--- src/rtl/rtc_pkg.sv ---
// rtc_pkg: shared mode encoding, field limits and display helpers for the HH:MM:SS clock.
// Latency: pure types and combinational functions, no state.
// Backpressure: not applicable.
package rtc_pkg;

  typedef enum logic [1:0] {
    RUN      = 2'd0,
    SET_HOUR = 2'd1,
    SET_MIN  = 2'd2
  } mode_e;

  localparam int SEC_MAX  = 59;
  localparam int MIN_MAX  = 59;
  localparam int HOUR_MAX = 23;

  // Segments a..g on bits 0..6, active-high; anything above 9 shows nothing.
  function automatic logic [6:0] seg7_decode(input logic [3:0] d);
    logic [6:0] s;
    case (d)
      4'd0:    s = 7'h3F;
      4'd1:    s = 7'h06;
      4'd2:    s = 7'h5B;
      4'd3:    s = 7'h4F;
      4'd4:    s = 7'h66;
      4'd5:    s = 7'h6D;
      4'd6:    s = 7'h7D;
      4'd7:    s = 7'h07;
      4'd8:    s = 7'h7F;
      4'd9:    s = 7'h6F;
      default: s = 7'h00;
    endcase
    return s;
  endfunction

  // Split 0..59 into {tens, ones} with a compare chain so no divider is built.
  function automatic logic [7:0] bin_to_bcd(input logic [5:0] v);
    logic [3:0] tens;
    logic [5:0] base;
    if (v >= 6'd50) begin
      tens = 4'd5; base = 6'd50;
    end else if (v >= 6'd40) begin
      tens = 4'd4; base = 6'd40;
    end else if (v >= 6'd30) begin
      tens = 4'd3; base = 6'd30;
    end else if (v >= 6'd20) begin
      tens = 4'd2; base = 6'd20;
    end else if (v >= 6'd10) begin
      tens = 4'd1; base = 6'd10;
    end else begin
      tens = 4'd0; base = 6'd0;
    end
    return {tens, 4'(v - base)};
  endfunction

endpackage

--- src/rtl/key_debounce.sv ---
// key_debounce: 2-FF synchroniser plus stability counter for one raw active-high key.
// Latency: level changes DEBOUNCE_CYCLES+2 cycles after a stable raw change; press pulses with that change.
// Backpressure: none; press is a one-cycle pulse and never repeats while the key is held.
module key_debounce #(
  parameter int DEBOUNCE_CYCLES = 1024
) (
  input  logic clk,
  input  logic reset,
  input  logic raw,
  output logic level,
  output logic press
);

  localparam int CW = $clog2(DEBOUNCE_CYCLES + 1);
  localparam logic [CW-1:0] CNT_LAST = CW'(DEBOUNCE_CYCLES - 1);

  logic          sync1_q;
  logic          sync2_q;
  logic [CW-1:0] cnt_q;
  logic          level_q;
  logic          armed_q;
  logic          press_q;

  // Synchroniser keeps following the pin through reset so a key held across
  // reset is seen as already down once reset drops.
  always_ff @(posedge clk) begin
    sync1_q <= raw;
    sync2_q <= sync1_q;
  end

  // Stability counter, debounced level and press pulse; presses are only
  // armed once the key has been seen released after reset.
  always_ff @(posedge clk) begin
    if (reset) begin
      cnt_q   <= '0;
      level_q <= 1'b0;
      armed_q <= 1'b0;
      press_q <= 1'b0;
    end else begin
      press_q <= 1'b0;
      if (!level_q && !sync2_q) begin
        armed_q <= 1'b1;
      end
      if (sync2_q != level_q) begin
        if (cnt_q == CNT_LAST) begin
          cnt_q   <= '0;
          level_q <= sync2_q;
          press_q <= sync2_q & armed_q;
        end else begin
          cnt_q <= cnt_q + CW'(1);
        end
      end else begin
        cnt_q <= '0;
      end
    end
  end

  assign level = level_q;
  assign press = press_q;

endmodule

--- src/rtl/rtc_hms_core.sv ---
// rtc_hms_core: HH:MM:SS clock with a two-key time-set FSM and a multiplexed HH:MM 7-seg driver.
// Latency: time moves on the tick edge; a key acts DEBOUNCE_CYCLES+3 cycles after its raw edge; seg/dig_n lag the scan index by one cycle.
// Backpressure: none; keys are sampled every cycle and the display scans freely.
module rtc_hms_core
  import rtc_pkg::*;
#(
  parameter int TICKS_PER_SEC   = 65536,
  parameter int DEBOUNCE_CYCLES = 1024,
  parameter int SCAN_DIV        = 256,
  parameter int BLINK_SECS_DIV  = 2
) (
  input  logic       clk,
  input  logic       reset,
  input  logic       key_mode,
  input  logic       key_add,
  output logic [6:0] seg,
  output logic [3:0] dig_n,
  output logic [4:0] hours,
  output logic [5:0] minutes,
  output logic [5:0] seconds,
  output logic [1:0] mode,
  output logic       sec_tick
);

  localparam int PW = $clog2(TICKS_PER_SEC);
  localparam logic [PW-1:0] PRESC_LAST = PW'(TICKS_PER_SEC - 1);

  localparam int BLINK_PERIOD = (TICKS_PER_SEC / BLINK_SECS_DIV > 0) ?
                                (TICKS_PER_SEC / BLINK_SECS_DIV) : 1;
  localparam int BW = $clog2(BLINK_PERIOD + 1);
  localparam logic [BW-1:0] BLINK_LAST = BW'(BLINK_PERIOD - 1);

  localparam int SW = $clog2(SCAN_DIV + 1);
  localparam logic [SW-1:0] SCAN_LAST = SW'(SCAN_DIV - 1);

  localparam logic [5:0] SEC_LAST  = 6'(SEC_MAX);
  localparam logic [5:0] MIN_LAST  = 6'(MIN_MAX);
  localparam logic [4:0] HOUR_LAST = 5'(HOUR_MAX);

  logic          mode_press;
  logic          add_press;
  // Debounced levels are not needed by the clock logic, only the press pulses.
  logic [1:0]    unused_levels;

  mode_e         mode_q;
  logic [PW-1:0] presc_q;
  logic [5:0]    seconds_q;
  logic [5:0]    minutes_q;
  logic [4:0]    hours_q;
  logic          sec_tick_q;

  logic [BW-1:0] blink_cnt_q;
  logic          blink_q;

  logic [SW-1:0] scan_cnt_q;
  logic [1:0]    idx_q;
  logic          live_q;

  logic [7:0]    hour_bcd;
  logic [7:0]    min_bcd;
  logic [3:0]    digit;
  logic          blank;
  logic [6:0]    seg_d;
  logic [3:0]    dig_n_d;
  logic [6:0]    seg_q;
  logic [3:0]    dig_n_q;

  key_debounce #(.DEBOUNCE_CYCLES(DEBOUNCE_CYCLES)) u_key_mode (
    .clk   (clk),
    .reset (reset),
    .raw   (key_mode),
    .level (unused_levels[0]),
    .press (mode_press)
  );

  key_debounce #(.DEBOUNCE_CYCLES(DEBOUNCE_CYCLES)) u_key_add (
    .clk   (clk),
    .reset (reset),
    .raw   (key_add),
    .level (unused_levels[1]),
    .press (add_press)
  );

  // Prescaler, time counters and set-mode FSM share one block because leaving
  // SET_MIN must clear seconds and the prescaler on the same edge.
  always_ff @(posedge clk) begin
    if (reset) begin
      mode_q     <= RUN;
      presc_q    <= '0;
      seconds_q  <= '0;
      minutes_q  <= '0;
      hours_q    <= '0;
      sec_tick_q <= 1'b0;
    end else begin
      sec_tick_q <= 1'b0;
      if (mode_q == RUN) begin
        if (presc_q == PRESC_LAST) begin
          presc_q    <= '0;
          sec_tick_q <= 1'b1;
          if (seconds_q == SEC_LAST) begin
            seconds_q <= '0;
            if (minutes_q == MIN_LAST) begin
              minutes_q <= '0;
              hours_q   <= (hours_q == HOUR_LAST) ? 5'd0 : hours_q + 5'd1;
            end else begin
              minutes_q <= minutes_q + 6'd1;
            end
          end else begin
            seconds_q <= seconds_q + 6'd1;
          end
        end else begin
          presc_q <= presc_q + PW'(1);
        end
      end
      // A mode press wins over a simultaneous add press.
      case (mode_q)
        RUN: begin
          if (mode_press) mode_q <= SET_HOUR;
        end
        SET_HOUR: begin
          if (mode_press) begin
            mode_q <= SET_MIN;
          end else if (add_press) begin
            hours_q <= (hours_q == HOUR_LAST) ? 5'd0 : hours_q + 5'd1;
          end
        end
        SET_MIN: begin
          if (mode_press) begin
            mode_q    <= RUN;
            seconds_q <= '0;
            presc_q   <= '0;
          end else if (add_press) begin
            minutes_q <= (minutes_q == MIN_LAST) ? 6'd0 : minutes_q + 6'd1;
          end
        end
        default: mode_q <= RUN;
      endcase
    end
  end

  // Free-running blink phase used to flash the field being edited.
  always_ff @(posedge clk) begin
    if (reset) begin
      blink_cnt_q <= '0;
      blink_q     <= 1'b0;
    end else if (blink_cnt_q == BLINK_LAST) begin
      blink_cnt_q <= '0;
      blink_q     <= ~blink_q;
    end else begin
      blink_cnt_q <= blink_cnt_q + BW'(1);
    end
  end

  // Digit scan: index walks 3->2->1->0 every SCAN_DIV cycles; display goes
  // live on the first step so no strobe is driven straight out of reset.
  always_ff @(posedge clk) begin
    if (reset) begin
      scan_cnt_q <= '0;
      idx_q      <= 2'd3;
      live_q     <= 1'b0;
    end else if (scan_cnt_q == SCAN_LAST) begin
      scan_cnt_q <= '0;
      idx_q      <= idx_q - 2'd1;
      live_q     <= 1'b1;
    end else begin
      scan_cnt_q <= scan_cnt_q + SW'(1);
    end
  end

  assign hour_bcd = bin_to_bcd({1'b0, hours_q});
  assign min_bcd  = bin_to_bcd(minutes_q);

  // Pick the BCD digit for the current scan position.
  always_comb begin
    digit = min_bcd[3:0];
    case (idx_q)
      2'd3:    digit = hour_bcd[7:4];
      2'd2:    digit = hour_bcd[3:0];
      2'd1:    digit = min_bcd[7:4];
      default: digit = min_bcd[3:0];
    endcase
  end

  assign blank = blink_q && (((mode_q == SET_HOUR) &&  idx_q[1]) ||
                             ((mode_q == SET_MIN)  && !idx_q[1]));

  // Next display word: blanked segments for the field being edited, strobe unchanged.
  always_comb begin
    seg_d   = blank ? 7'h00 : seg7_decode(digit);
    dig_n_d = ~(4'b0001 << idx_q);
  end

  // Registered segment/strobe outputs, held dark until the scan is live.
  always_ff @(posedge clk) begin
    if (reset) begin
      seg_q   <= 7'h00;
      dig_n_q <= 4'hF;
    end else if (live_q) begin
      seg_q   <= seg_d;
      dig_n_q <= dig_n_d;
    end
  end

  assign seg      = seg_q;
  assign dig_n    = dig_n_q;
  assign hours    = hours_q;
  assign minutes  = minutes_q;
  assign seconds  = seconds_q;
  assign mode     = mode_q;
  assign sec_tick = sec_tick_q;

endmodule

--- config.mk ---
export PLATFORM = sky130hd
export DESIGN_NAME = rtc_hms_core
export DESIGN_NICKNAME = d
export VERILOG_FILES = /design/src/rtl/rtc_pkg.sv /design/src/rtl/key_debounce.sv /design/src/rtl/rtc_hms_core.sv
export SDC_FILE = /design/constraint.sdc
export NUM_CORES = 1
export LEC_CHECK = 0
export BUFFER_PORTS_ARGS = -buffer_cell sky130_fd_sc_hd__buf_4
export CAP_MARGIN = 10
export CORE_ASPECT_RATIO = 1.25
export CORE_MARGIN = 2
export CORE_UTILIZATION = 50
export CTS_CLUSTER_SIZE = 16
export DETAILED_ROUTE_END_ITERATION = 10
export PLACE_DENSITY = 0.75
export SLEW_MARGIN = 30
export SYNTH_ARGS = -nofsm -noshare
export SYNTH_HDL_FRONTEND = slang
export SYNTH_HIERARCHICAL = 1
export SYNTH_SLANG_ARGS = --single-unit
--- constraint.sdc ---
create_clock -name clk -period 8.69 [get_ports clk]
set_clock_uncertainty 0.2 [all_clocks]
set_input_delay 0.4345 -clock clk [delete_from_list [all_inputs] [get_ports clk]]
set_output_delay 0.4345 -clock clk [all_outputs]
set_load 0.005 [all_outputs]
==> results.md <==
- Core box area: 0.0101 mm²
- Number of resized instances in the post-cts repair step: 0
- Power share of the sequential group: 0.565
- Cell-by-cell trace of the critical path: inv_1 -> ha_1 -> nor4b_1 -> a21oi_1 -> o311a_1 -> ha_1 -> inv_1 -> fa_1 -> mux2i_1 -> inv_1 -> o221ai_1 -> o21ai_0 -> a21o_1
- Async SR Flop Fraction: 0
- Mean routed wirelength per cell: 12.7 µm
- Cell count after placement: 736
- Io pins: 35
- First-pass GRT wire length: 17000 µm
- Clock latency of the later-clocked register in the worst-skew pair: 0.34 ns
- Final critical delay including setup and external delays: 3.53 ns
- IR drop worst, VDD: 114 µV
- Power Internal: 0.708 mW
- Commonest non-fill, non-tap cell in the layout: dfxtp_1
- Count of flip-flops with a built-in enable after synthesis: 0
- Number of iterations in the first detailed-routing pass: 7
- Final WL: 9560 µm
- Top library cells by usage in the layout, fill and taps aside: dfxtp_1 (108), nor2_1 (102), nand2_1 (47), buf_4 (34), xnor2_1 (31)
- Nets: 651
- Height of the chip: 118 µm
- Max Slew Vio Count: 0
- Final worst path period share: 0.407
- Outcome: complete, no violations
- Number of instances in the synthesized netlist: 588
- End of the worst register-to-register path: seg[2]
- Critical Path End: seg[2]
- Area of the mapped netlist: 0.00516 mm²
- Total clock buffers created by CTS: 9
- Maximum clock insertion buffer count: 2
- Initial standard-cell utilization of the core: 0.513
- Worst hold-check slack: 0.127 ns
- Net switching fraction of the power: 0.209
- Fraction of the yosys area taken by sequential cells: 0.419
- Logic depth of the worst setup path including buffers: 13
- Total number of vias: 4017
- Ratio of total power to cell area: 155 mW/mm²
- Most common cell type on the critical path: inv_1
- Unrepaired setup endpoints after global routing: false
- Leakage power summed over all cells: 2.24 nW
- Count of buffering cells on the critical path with inverters included: 3
- Chip width: 94.8 µm
- DRT antenna net count: 0
- Reg2Reg Launch Point: minutes[0]
- Clock root cell: clkbuf_16
- Post-route insts no fill: 752
- Launch point of the critical path: minutes[0]
- Slowest stage cell on the critical path: mux2i_1
- Maximum number of pins on one net before global-route repair: 41
- Full die area: 0.0111 mm²
- Number of vias per cell after detailed routing: 5.34
- Class of the worst hold path: flop to flop
- Cell Area, Placed: 0.00549 mm²
- R2R Setup Slk: 5.16 ns
- H-Tree Depth: 3
- Arrival @ worst endpoint: 3.57 ns
- Number of global-route vias before repair: 3925
- Critical path class: flop to flop
- All-layer global routing usage: 0.186
- Syn avg cell area: 8.77 µm²
- Area growth from synthesis to layout: 11.8%
- Fraction of the core area covered by cells at the end of the flow: 0.574
- Warnings, synthesis: 6
- Portion of total power attributed to the clock network: 0.412
- Crit path max fanout: 8
- Last weighted congestion value of the routability-driven placer: 0.819
- Synth cell types: 62
- Crit start category: flop
- Sum of negative setup slack: 0 ns
- Maximum Capacitance Violations: 0
- Number of clock sinks: 108
- Yosys reg bits: 108
- Combinational share of power: 0.024
- Stage delay of the slowest cell on the critical path: 0.45 ns
- Worst reg2reg path depth: 13
- Worst slew slack as a fraction of its limit: 0.615
- Fin. Hold Viols: 0
- CTS tree: built
- Setup violations, final: 0
- Antenna cell count: 0
- Share of final-layout standard cells stronger than drive strength 1: 0.111
- PortBufs: 34
- Half-perimeter wire length after detailed placement: 6920 µm
- Highest achievable clock rate: 0.283 GHz
- Count of standard-cell rows: 41
- Worst-case setup slack after placement: 5.18 ns
- Family of cells with the greatest summed delay on the critical path: compound AO/OA/AOI/OAI gates
- Initial DRC count: 187
- Setup slack of the critical path after layout: 5.16 ns
- Kind of end point of the critical path: flop
- Transition at the pin with the smallest max-transition slack: 0.562 ns
- Post-synth top flop: dfxtp_1
- Antenna violations before repair: 0
- GR Overflow Total: 0
- CP required: 8.73 ns
- Net count after synthesis: 619
- Total power of the final layout: 0.895 mW
- Post-detailed-route DRC marker count: 0
- Final Cell Area: 0.00577 mm²
- Switching power summed over all nets: 0.187 mW
- Clock transition at path regs: 0.07 ns
## cell type report
type                    count  area, µm²
multi-input cells         437       2800
fillers                   921       4290
flip-flops and latches    108       2160
inverters                  28        105
clock buffers              12        246
well taps                 129        161
repair buffers             36        275
clock inverters             2       12.5
## per-layer routing
metal / wire length [µm] / global-route usage
met1: 4210 / 0.217
met2: 4800 / 0.317
met3: 374 / 0.0487
met4: 164 / 0.0734
met5: 0 / 0
## registers in the layout (all words and copies together), names as in the netlist, 2 cells and up
signal / count
mode: 2
u_key_mode/cnt_q: 11
seconds: 6
seg: 7
minutes: 6
scan_cnt_q: 9
idx_q: 2
u_key_add/cnt_q: 11
blink_cnt_q: 16
presc_q: 16
dig_n: 4
hours: 5
## cells by family (layout without fill, tap and decap cells)
kind of cell / after synthesis / count (layout) / synth area share
AND/OR/NAND/NOR: 270 / 270 / 0.268
flip-flops: 108 / 108 / 0.419
AO/OA/AOI/OAI: 75 / 75 / 0.0951
XOR/XNOR: 59 / 59 / 0.100
buffers and inverters: 43 / 78 / 0.0371
adder cells (fa/ha/maj): 28 / 28 / 0.0704
multiplexers: 5 / 5 / 0.00995
## worst min path at each step
stage                                   from                 end  slack (ns)  depth (start not counted)
after floorplan            u_key_add/sync1_q   u_key_add/sync2_q        0.11                          0
after global placement    u_key_mode/sync1_q  u_key_mode/sync2_q        0.11                          0
final                      u_key_add/sync1_q   u_key_add/sync2_q        0.13                          0
after CTS                  u_key_add/sync1_q   u_key_add/sync2_q        0.13                          0
after global routing      u_key_mode/sync1_q  u_key_mode/sync2_q        0.14                          0
after detailed placement   u_key_add/sync1_q   u_key_add/sync2_q        0.11                          0
## cells in the mapped netlist, drive strengths merged (3+ instances only)
library cell / count / share of area
xor2: 28 / 0.048
nand2b: 10 / 0.012
or4: 4 / 0.0073
nor2b: 8 / 0.0097
a311oi: 3 / 0.0063
nand3b: 4 / 0.0058
buf: 7 / 0.011
mux2i: 4 / 0.0078
and3: 15 / 0.018
a21oi: 25 / 0.025
clkbuf: 8 / 0.0061
dfxtp: 108 / 0.42
inv: 28 / 0.020
o31ai: 3 / 0.0044
or3: 7 / 0.0090
ha: 25 / 0.061
nand2: 50 / 0.041
nand3: 24 / 0.023
o211ai: 4 / 0.0058
xnor2: 31 / 0.053
and4: 5 / 0.0095
or2: 3 / 0.0036
o21ai: 17 / 0.016
nor3: 17 / 0.019
nor2: 103 / 0.075
a21o: 4 / 0.0061
nand4: 14 / 0.025
## power groups by stage
stage	Combinational [mW]	Sequential [mW]	Clock [mW]
floorplan	0.0165	0.516	0
global placement	0.0198	0.517	0
detailed placement	0.0208	0.517	0
CTS	0.0216	0.506	0.380
global route	0.0245	0.506	0.399
finish	0.0211	0.506	0.369
## worst reg2reg max path, stage by stage (launching register included)
cell      delay, ns
dfxtp_1        0.43
inv_1          0.13
ha_1           0.24
nor4b_1        0.25
a21oi_1        0.07
o311a_1        0.33
ha_1           0.19
inv_1          0.07
fa_1           0.41
mux2i_1        0.45
inv_1          0.18
o221ai_1       0.20
o21ai_0        0.11
a21o_1         0.18
## what timing repair did
action,4_1_cts,5_1_grt
hold buffers,2,0
hold endpoints to repair,2,0
buffers inserted,0,0
(Power assumes the default switching activity.)
